===== src/rtl/instruction_loader.sv =====
// Serial program loader: frames a byte stream into little-endian 32-bit words,
// writes them to instruction memory and releases the core on a good checksum.
module instruction_loader #(
    parameter int DEPTH      = 256,
    parameter int ADDR_WIDTH = 32
) (
    input  logic                  clock,
    input  logic                  reset,
    input  logic                  start,
    input  logic [7:0]            byte_data,
    input  logic                  byte_valid,
    output logic                  byte_ready,
    output logic                  imem_we,
    output logic [ADDR_WIDTH-1:0] imem_addr,
    output logic [31:0]           imem_wdata,
    output logic                  core_reset,
    output logic                  busy,
    output logic                  done,
    output logic                  error,
    output logic [15:0]           words_loaded
);

    typedef enum logic [2:0] {
        S_IDLE,
        S_LEN_LO,
        S_LEN_HI,
        S_DATA,
        S_WRITE,
        S_CHK,
        S_DONE,
        S_ERR
    } state_t;

    localparam logic [16:0] DEPTH_L = 17'(DEPTH);

    state_t                  state_q, state_d;
    logic [15:0]             len_q, len_d;
    logic [7:0]              csum_q, csum_d;
    logic [1:0]              idx_q, idx_d;
    logic [31:0]             wdata_q, wdata_d;
    logic [ADDR_WIDTH-1:0]   addr_q, addr_d;
    logic [15:0]             words_q, words_d;

    logic                    accept;
    logic [15:0]             len_full;
    logic [15:0]             words_inc;

    always_ff @(posedge clock or posedge reset) begin
        if (reset) begin
            state_q <= S_IDLE;
            len_q   <= '0;
            csum_q  <= '0;
            idx_q   <= '0;
            wdata_q <= '0;
            addr_q  <= '0;
            words_q <= '0;
        end else begin
            state_q <= state_d;
            len_q   <= len_d;
            csum_q  <= csum_d;
            idx_q   <= idx_d;
            wdata_q <= wdata_d;
            addr_q  <= addr_d;
            words_q <= words_d;
        end
    end

    // Ready is purely a function of state so a stalled WRITE cycle never drops a byte.
    always_comb begin
        byte_ready = 1'b0;
        case (state_q)
            S_LEN_LO, S_LEN_HI, S_DATA, S_CHK: byte_ready = 1'b1;
            default:                           byte_ready = 1'b0;
        endcase
    end

    assign accept    = byte_valid && byte_ready;
    assign len_full  = {byte_data, len_q[7:0]};
    assign words_inc = words_q + 16'd1;

    always_comb begin
        state_d = state_q;
        len_d   = len_q;
        csum_d  = csum_q;
        idx_d   = idx_q;
        wdata_d = wdata_q;
        addr_d  = addr_q;
        words_d = words_q;

        // The checksum byte itself is compared, never folded in.
        if (accept && (state_q != S_CHK)) begin
            csum_d = csum_q ^ byte_data;
        end

        case (state_q)
            S_IDLE, S_DONE, S_ERR: begin
                if (start) begin
                    state_d = S_LEN_LO;
                    csum_d  = '0;
                    words_d = '0;
                    idx_d   = '0;
                    addr_d  = '0;
                end
            end
            S_LEN_LO: begin
                if (accept) begin
                    len_d[7:0] = byte_data;
                    state_d    = S_LEN_HI;
                end
            end
            S_LEN_HI: begin
                if (accept) begin
                    len_d[15:8] = byte_data;
                    if ({1'b0, len_full} > DEPTH_L) begin
                        state_d = S_ERR;
                    end else if (len_full == 16'd0) begin
                        state_d = S_CHK;
                    end else begin
                        state_d = S_DATA;
                    end
                end
            end
            S_DATA: begin
                if (accept) begin
                    wdata_d[{idx_q, 3'b000} +: 8] = byte_data;
                    idx_d = idx_q + 2'd1;
                    if (idx_q == 2'd3) begin
                        state_d = S_WRITE;
                    end
                end
            end
            S_WRITE: begin
                words_d = words_inc;
                addr_d  = addr_q + ADDR_WIDTH'(4);
                state_d = (words_inc == len_q) ? S_CHK : S_DATA;
            end
            S_CHK: begin
                if (accept) begin
                    state_d = (byte_data == csum_q) ? S_DONE : S_ERR;
                end
            end
            default: state_d = S_IDLE;
        endcase
    end

    assign imem_we      = (state_q == S_WRITE);
    assign imem_addr    = addr_q;
    assign imem_wdata   = wdata_q;
    assign words_loaded = words_q;
    assign done         = (state_q == S_DONE);
    assign error        = (state_q == S_ERR);
    assign core_reset   = (state_q != S_DONE);

    always_comb begin
        busy = 1'b0;
        case (state_q)
            S_LEN_LO, S_LEN_HI, S_DATA, S_WRITE, S_CHK: busy = 1'b1;
            default:                                    busy = 1'b0;
        endcase
    end

endmodule


===== config.mk =====
export PLATFORM = sky130hd
export DESIGN_NAME = instruction_loader
export DESIGN_NICKNAME = d
export VERILOG_FILES = /design/src/rtl/instruction_loader.sv
export SDC_FILE = /design/constraint.sdc
export NUM_CORES = 1
export LEC_CHECK = 0
export BUFFER_PORTS_ARGS = -buffer_cell sky130_fd_sc_hd__buf_2
export CAP_MARGIN = 10
export CORE_MARGIN = 10
export CORE_UTILIZATION = 56
export CTS_CLUSTER_SIZE = 40
export DETAILED_ROUTE_END_ITERATION = 16
export PLACE_DENSITY = 0.78
export SYNTH_ARGS = -nofsm -noshare
export SYNTH_HDL_FRONTEND = slang
export SYNTH_SLANG_ARGS = --single-unit

===== constraint.sdc =====
create_clock -name clock -period 3.65 [get_ports clock]
set_clock_uncertainty 0.1 [all_clocks]
set_input_delay 0.1825 -clock clock [delete_from_list [all_inputs] [get_ports clock]]
set_output_delay 0.1825 -clock clock [all_outputs]
set_load 0.02 [all_outputs]

==> results.md, run 1 <==
* CP Launch Type: flip-flop
* Fraction of layout cells with a size suffix above 1 at between 20 and 25%
* Vias post-DR at 4609
* Distinct cells, synth at 54
* Rows at 36
* Reg-to-reg critical path endpoint: imem_addr[25]$_DFFE_PP0P_
* Ys async rst share at 100.0%
* Synth Area in Simple Gates at a little over a fifth
* Final Critical Period at 2523 ps
* Post-Synth Adder-Cell Area at 1.589%
* Worst-path fanout max at 15
* EDFF count, synth at 0
* Cells after Synth at 590
* Synth top area share at 48.58%
* Die footprint at 14210 sq um
* Yosys reg bits at 107
* Final Max Tran Viols at 0
* Critical R2R Launch: state_q[1]$_DFFE_PP0P_
* Core area at 9684 sq um
* Final WS setup at 1127 ps
* Post-Synth XOR/XNOR Area at 6.356%
* Max cap viols at 0
* Worst Reg-to-Reg Cells at 9
* Clock transition at the registers of the reported paths at ~100 ps
* Vias in the first global route at 4562
* RD Place Congestion at 0.9096
* Hold WC Path Type: primary input to flip-flop
* DRT Wirelength at 13610 um
* Fin crit share at between 60% and 70%
* Hold Path Sink: imem_wdata[1]$_DFFE_PP0P_
* Antenna violations before repair at 0
* Main combinational cell family by area after synthesis: simple AND/OR/NAND/NOR gates
* DRC at 0
* WL per Instance at 16.80 um
* Final nets at 690
* Worst slew margin at 31.98%
* Starting DRT DRC Count at 266
* Mux share of post-synthesis cell area at 4.381%
* Most frequent cells in the layout: nand2_1 (123), dfrtp_1 (107), buf_2 (95)
* Hold Vio Cnt, Final at 0
* Area leader, netlist: dfrtp_1
* Compound-Gate Fraction of Synth Area at 14.62%
* Worst setup path class: flip-flop to flip-flop
* Syn_area_per_cell at 9.342 sq um
* Outcome: completed
* Total gr overflow at 0
* Worst VDD drop at ~0.35 mV
* Req. time, crit path at 3800 ps
* Initial core utilization at 56.91%
* Setup Fix Bufs, Post-CTS at 0
* Most common cell after layout, fill and taps aside: nand2_1
* Post-synthesis cell area at 5512 sq um
* Worst-case clock buffer depth at 2
* H-tree depth at 3
* Synth Warn # at 0
* Worst Path Arrival at 2670 ps
* Clk Latency, worst-skew pair at 360 ps
* Clock sink total at 107
* Area Overhead vs Synth at 14.01%
* Crit path capture type: flip-flop
* Top cells by area, synth: dfrtp_1 (49%), nand2_1 (8.4%), o21ai_0 (6.1%)
* Pre-antenna DRT Iters at 7
* TNS Setup at 0 ps
* Total track usage at 19.31%
* Place WS at 1150 ps
* Worst-Margin Slew at 1017 ps
* Reg-to-reg slack, setup at 1130 ps
* Die X at 119.2 um
* I/O pin count at 98
* Die H at between 100 and 150 um
* Root buffer cell: clkbuf_8
* Largest net degree at the start of global routing at 81
* Top_reg_cell synth: dfrtp_1
* Post-synthesis sequential area ratio at 48.58%
* Fmax at 396.3 MHz
* PwrDens at 608.2 nW/um^2
* Leak Pwr at 2.924 nW
* TritonCTS clock tree: built
* Hold wc startpoint: byte_data[1]
* Total CTS buffers at 9
* Dpl hpwl at 9833 um
* RSZ-0062 raised after global routing: no
* WHS Path Cells at 3
* Drt via density at 5.690
* Post-route ant nets at 0
* Setup-failing EPs final at 0
* Port bufs at 95
* First-pass GRT wire length at 22890 um
layout make-up:
class                   instances  area [sq um]
fillers                       801          3401
flip-flops and latches        107          2678
multi-input cells             440          2651
repair buffers                102         530.5
well taps                     133         166.4
clock buffers                  11         151.4
clock inverters                 5         60.06
inverters                      11         43.79
diodes                          1         2.502
critical path, stage by stage (launching register included):
cell and delay, ps:
dfrtp_1 530, nor2_4 180, nand2_2 80, inv_2 70, buf_4 210, nand2_1 80
nor4_1 500, nand3_1 300, o211ai_1 250, o31ai_1 100
timing repair:
item,CTS,global route
resized for setup,0,0
hold endpoints to repair,78,0
hold buffers,1,0
state kept, by name, summed over array words and instances, names as in the netlist:
register      count
imem_wdata       32
imem_addr        30
len_q            16
words_loaded     16
csum_q            8
state_q           3
idx_q             2
synthesized netlist by cell type, drive strengths merged, types with 3 or more instances:
cell / count
xnor2: 22
mux2: 17
clkbuf: 26
nor3: 3
and4: 5
nor3b: 6
and3: 6
buf: 7
and2: 4
nor2: 34
nand2b: 4
o31ai: 22
nand2: 124
mux2i: 5
ha: 7
a21oi: 3
nor4: 8
xor2: 18
nand3: 27
dfrtp: 107
inv: 11
a31oi: 6
or4: 3
o211ai: 13
nand4: 11
o21ai: 67
cell families (layout without fill, tap and decap cells):
family,count (synthesis),after routing
other,1,3
buffers and inverters,44,129
xor gates and xnor gates,40,40
muxes,22,22
AOI/OAI and AO/OA,126,126
adders and majority gates,7,7
and+or+nand+nor,243,243
DFF,107,107
per-stage QoR:
step	util [%]	std cells	hold WS, ps	instance area (sq um)	total power [mW]
after floorplan	-	591	328.6	5515	2.700
after global placement	62.57	792	358.6	6060	3.022
after detailed placement	62.57	792	364.5	6060	3.081
after CTS	64.86	809	41.87	6281	3.846
after global routing	64.86	809	57.94	6281	4.092
final	64.88	810	60.92	6284	3.822
worst max-delay path by stage:
stage	slack (ps)	to	cells past startpoint	start
detailed placement	1150	imem_addr[25]$_DFFE_PP0P_	9	state_q[1]$_DFFE_PP0P_
global route	920	imem_addr[31]$_DFFE_PP0P_	9	state_q[1]$_DFFE_PP0P_
global placement	1270	imem_addr[26]$_DFFE_PP0P_	8	state_q[1]$_DFFE_PP0P_
floorplan	550	csum_q[0]$_DFF_PP0_	1	reset
finish	1130	imem_addr[25]$_DFFE_PP0P_	9	state_q[1]$_DFFE_PP0P_
CTS	1140	imem_addr[25]$_DFFE_PP0P_	9	state_q[1]$_DFFE_PP0P_
power by group:
part           internal (mW)  switching (mW)
Combinational          0.560           0.805
Clock                  0.358           0.404
Sequential              1.43           0.265
Total                   2.35            1.47
layer usage:
| metal | global-route usage [%] | routed length (um) | up-vias |
|---|---|---|---|
| li1 | - | - | 2229 |
| met5 | 0 | 0 | - |
| met3 | 5.810 | 968 | 19 |
| met2 | 31.22 | 6560 | 141 |
| met1 | 24.33 | 5842 | 2220 |
| met4 | 6.031 | 236 | 0 |
No activity file was read; power rests on OpenSTA's default activity.
==> run 2, diff against run 1 <==
--- a/config.mk
+++ b/config.mk
@@ -5,13 +5,14 @@
 export SDC_FILE = /design/constraint.sdc
 export NUM_CORES = 1
 export LEC_CHECK = 0
+export ABC_AREA = 1
 export BUFFER_PORTS_ARGS = -buffer_cell sky130_fd_sc_hd__buf_2
 export CAP_MARGIN = 10
 export CORE_MARGIN = 10
-export CORE_UTILIZATION = 56
+export CORE_UTILIZATION = 51
 export CTS_CLUSTER_SIZE = 40
 export DETAILED_ROUTE_END_ITERATION = 16
-export PLACE_DENSITY = 0.78
+export PLACE_DENSITY = 0.74
 export SYNTH_ARGS = -nofsm -noshare
 export SYNTH_HDL_FRONTEND = slang
 export SYNTH_SLANG_ARGS = --single-unit
==> constraint.sdc (replaced) <==
create_clock -name clock -period 2.1 [get_ports clock]
set_clock_uncertainty 0.1 [all_clocks]
set_input_delay 0.105 -clock clock [delete_from_list [all_inputs] [get_ports clock]]
set_output_delay 0.105 -clock clock [all_outputs]
set_load 0.02 [all_outputs]
==> results.md, run 2 <==
* Outcome: completed
* Most common cell after layout, fill and taps aside: nand2_1
* Total gr overflow at 0 (unchanged)
* Reg-to-reg slack, setup at 40 ps (-1080 ps)
* Syn_area_per_cell at 7.564 sq um (-19%)
* Worst-Margin Slew at 566.6 ps (-450.0 ps)
* Post-route ant nets at 0 (unchanged)
* TritonCTS clock tree: built
* Worst setup path class: flip-flop to flip-flop
* Top cells by area, synth: dfrtp_1 (46%), nand2_1 (12%), inv_1 (5.9%)
* Area Overhead vs Synth at 24.76%
* EDFF count, synth at 0 (unchanged)
* Busiest layer in global routing: met2
* Finished layout cell area at 7295 sq um (+16%)
* Worst VDD drop at 0.6492 mV (+85%)
* Drt via density at 5.339 (-6.2%)
* Fmax at 486.5 MHz (+23%)
* Worst setup startpoint: imem_addr[3]$_DFFE_PP0P_
* Met1 GRT Util at 25.01% (+0.67 points)
* Placed Cells at 1019 (+29%)
* Synth Warn # at 0 (unchanged)
* Hold Vio Cnt, Final at 0 (unchanged)
* Starting DRT DRC Count at 424 (+59%)
* Fraction of layout cells with a size suffix above 1 at 24.26% (+1.9 points)
* Final Max Tran Viols at 0 (unchanged)
* Die footprint at 16150 sq um (+14%)
* Antenna violations before repair at 0 (unchanged)
* Most common cell in the netlist: nand2_1
* Area leader, netlist: dfrtp_1
* Place WS at -32.93 ps (-1183 ps)
* Core area at 11320 sq um (+17%)
* CP Launch Type: flip-flop
* Hold WC Path Type: primary input to flip-flop
* Die H at 127.1 um (+6.6%)
* Setup-failing EPs final at 0 (unchanged)
* Max reg flops at 32 (unchanged)
* Crit path capture type: flip-flop
* WHS Path Cells at 5 (+2)
* I/O pin count at 98 (unchanged)
* TNS Setup at 0 ps (unchanged)
* Vias post-DR at 5649 (+23%)
* Reg-to-reg critical path endpoint: imem_addr[24]$_DFFE_PP0P_
* First-pass GRT wire length at 26360 um (+15%)
* RSZ-0062 raised after global routing: yes
* Root buffer cell: clkbuf_16
* Port bufs at 95 (unchanged)
* DP Area at 6633 sq um (+9.5%)
* Total track usage at 19.41% (+0.10 points)
* Initial core utilization at 51.65% (-5.3 points)
* Pre-antenna DRT Iters at 5 (-2)
* Leak Pwr at 3.682 nW (+26%)
* WL per Instance at 15.05 um (-10%)
* GR met2 Demand/Resource at 31.56% (+0.34 points)
* Ys async rst share at 100.0% (unchanged)
* Post-layout util at 64.43% (-0.45 points)
* Synth top area share at 45.79% (-2.8 points)
* Number of antenna diodes at 0 (-1)
* Req. time, crit path at 2280 ps (-1520 ps)
* Hold Path Sink: state_q[1]$_DFFE_PP0P_
* H-tree depth at 3 (unchanged)
* Clock transition at the registers of the reported paths at 70 ps (-30 ps)
* Critical R2R Launch: imem_addr[3]$_DFFE_PP0P_
* Post-synthesis cell area at 5847 sq um (+6.1%)
* Cells after Synth at 773 (+31%)
* Worst Path Arrival at 2240 ps (-430 ps)
* Worst slew margin at 62.23% (+30 points)
* Clk Latency, worst-skew pair at 350 ps (about the same)
* PwrDens at 1045 nW/um^2 (+72%)
* Final Critical Period at 2056 ps (-467.6 ps)
* Clock sink total at 107 (unchanged)
* Rows at 39 (+8.3%)
* Post-synthesis sequential area ratio at 45.79% (-2.8 points)
* Final WS setup at 44.36 ps (-1082 ps)
* Max cap viols at 0 (unchanged)
* Largest net degree at the start of global routing at 108 (+33%)
* RD Place Congestion at 0.8784 (-3.4%)
* Final nets at 929 (+35%)
* DRT Wirelength at 15930 um (+17%)
* Fin crit share at 97.89% (+29 points)
* Dpl hpwl at 11360 um (+15%)
* Worst-case clock buffer depth at 2 (unchanged)
* Most frequent cells in the layout: nand2_1 (177), dfrtp_1 (100), buf_2 (95)
* Worst Reg-to-Reg Cells at 13 (+4)
* Total CTS buffers at 9 (unchanged)
* Yosys reg bits at 107 (unchanged)
* Met3 GRT Util at 5.045% (-0.76 points)
* Hold wc startpoint: start
* Top_reg_cell synth: dfrtp_1
* Top post-synthesis cells by count: nand2_1 (187), dfrtp_1 (107), inv_1 (92)
* Distinct cells, synth at 36 (-33%)
* Vias in the first global route at 5471 (+20%)
* Worst-path fanout max at 4 (-11)
* DRC at 0 (unchanged)
* Cell Count, Final, Fillers Out at 1058 (+31%)
* Die X at 127.1 um (+6.6%)
==> run 2: cell types whose count changed after synthesis, sizes merged, moves of 8 or more <==
cell / delta
o31ai: -22
nand2: +67
xnor2: -14
o22ai: +12
xor2: -13
o211ai: -12
nand3: +42
nand4: +20
mux2: -17
inv: +91
nor2: +44
clkbuf: -13
nor3: +8
a21oi: +35
==> run 2: layout make-up <==
| class | count | area (sq um) |
|---|---|---|
| Multi-Input combinational cell | 544 | 2860 |
| Sequential cell | 107 | 2686 |
| Fill cell | 1005 | 4026 |
| Tap cell | 143 | 178.9 |
| Timing Repair Buffer | 145 | 898.4 |
| Clock inverter | 5 | 27.53 |
| Inverter | 103 | 390.4 |
| Clock buffer | 11 | 252.7 |
==> run 2: how the worst max path moves through the flow <==
stage / end / slack (ps) / cells after the start
after floorplan: imem_wdata[0]$_DFFE_PP0P_ / 40 / 7
after global placement: state_q[1]$_DFFE_PP0P_ / 20 / 14
after detailed placement: state_q[1]$_DFFE_PP0P_ / -30 / 14
after CTS: imem_addr[30]$_DFFE_PP0P_ / 30 / 13
after global routing: imem_addr[30]$_DFFE_PP0P_ / -100 / 13
final: imem_addr[24]$_DFFE_PP0P_ / 40 / 13
==> run 2: cell families after synthesis <==
kind of cell             after synthesis  share of synthesized area [%]
AO/OA/AOI/OAI                        129                          11.64
other                                  1                        0.06414
XOR/XNOR                              13                          1.947
buffers and inverters                123                          8.260
AND/OR/NAND/NOR                      391                          30.45
flip-flops                           107                          45.80
adder cells (fa/ha/maj)                7                          1.498
multiplexers                           2                         0.3424
==> run 2: routing by layer <==
layer | wire length [um] | vias to the layer above | part of all wire (%)
li1 | - | 2813 | -
met1 | 7161 | 2654 | 45
met2 | 7635 | 162 | 48
met3 | 954 | 20 | 6.0
met4 | 174 | 0 | 1.1
met5 | 0 | - | 0
==> run 2: worst max-delay path, cell delays in order, from the launching register on <==
cell and delay (ps):
dfrtp_1 370, ha_2 190, nand2_2 70, nor2_4 140
nand2_2 90, nor2_4 130, nand2_2 90, nor2_4 160
nand3_4 100, nor2_4 160, buf_4 130, buf_4 90
a21oi_1 30, a21oi_1 110
==> run 2: metrics by stage <==
stage | power, mW | hold WS, ps
after floorplan | 4.910 | 145.7
after global placement | 5.779 | 211.5
after detailed placement | 5.838 | 218.8
after CTS | 7.502 | 127.6
after global routing | 8.151 | 164.5
final | 7.621 | 128.0
==> run 2: what timing repair did <==
action                                  in CTS  in global routing
hold buffers                                 9                  0
pin swaps                                    0                 21
endpoints found under the setup margin       3                 23
hold endpoints to repair                   115                  0
buffers inserted                             1                 13
resized for setup                            1                 46
==> run 2: power by group <==
part | switching [mW] | internal, mW | total [mW]
clock | 0.768 | 0.862 | 1.63
combinational | 2.08 | 1.10 | 3.18
sequential | 0.349 | 2.46 | 2.81
total | 3.20 | 4.42 | 7.62
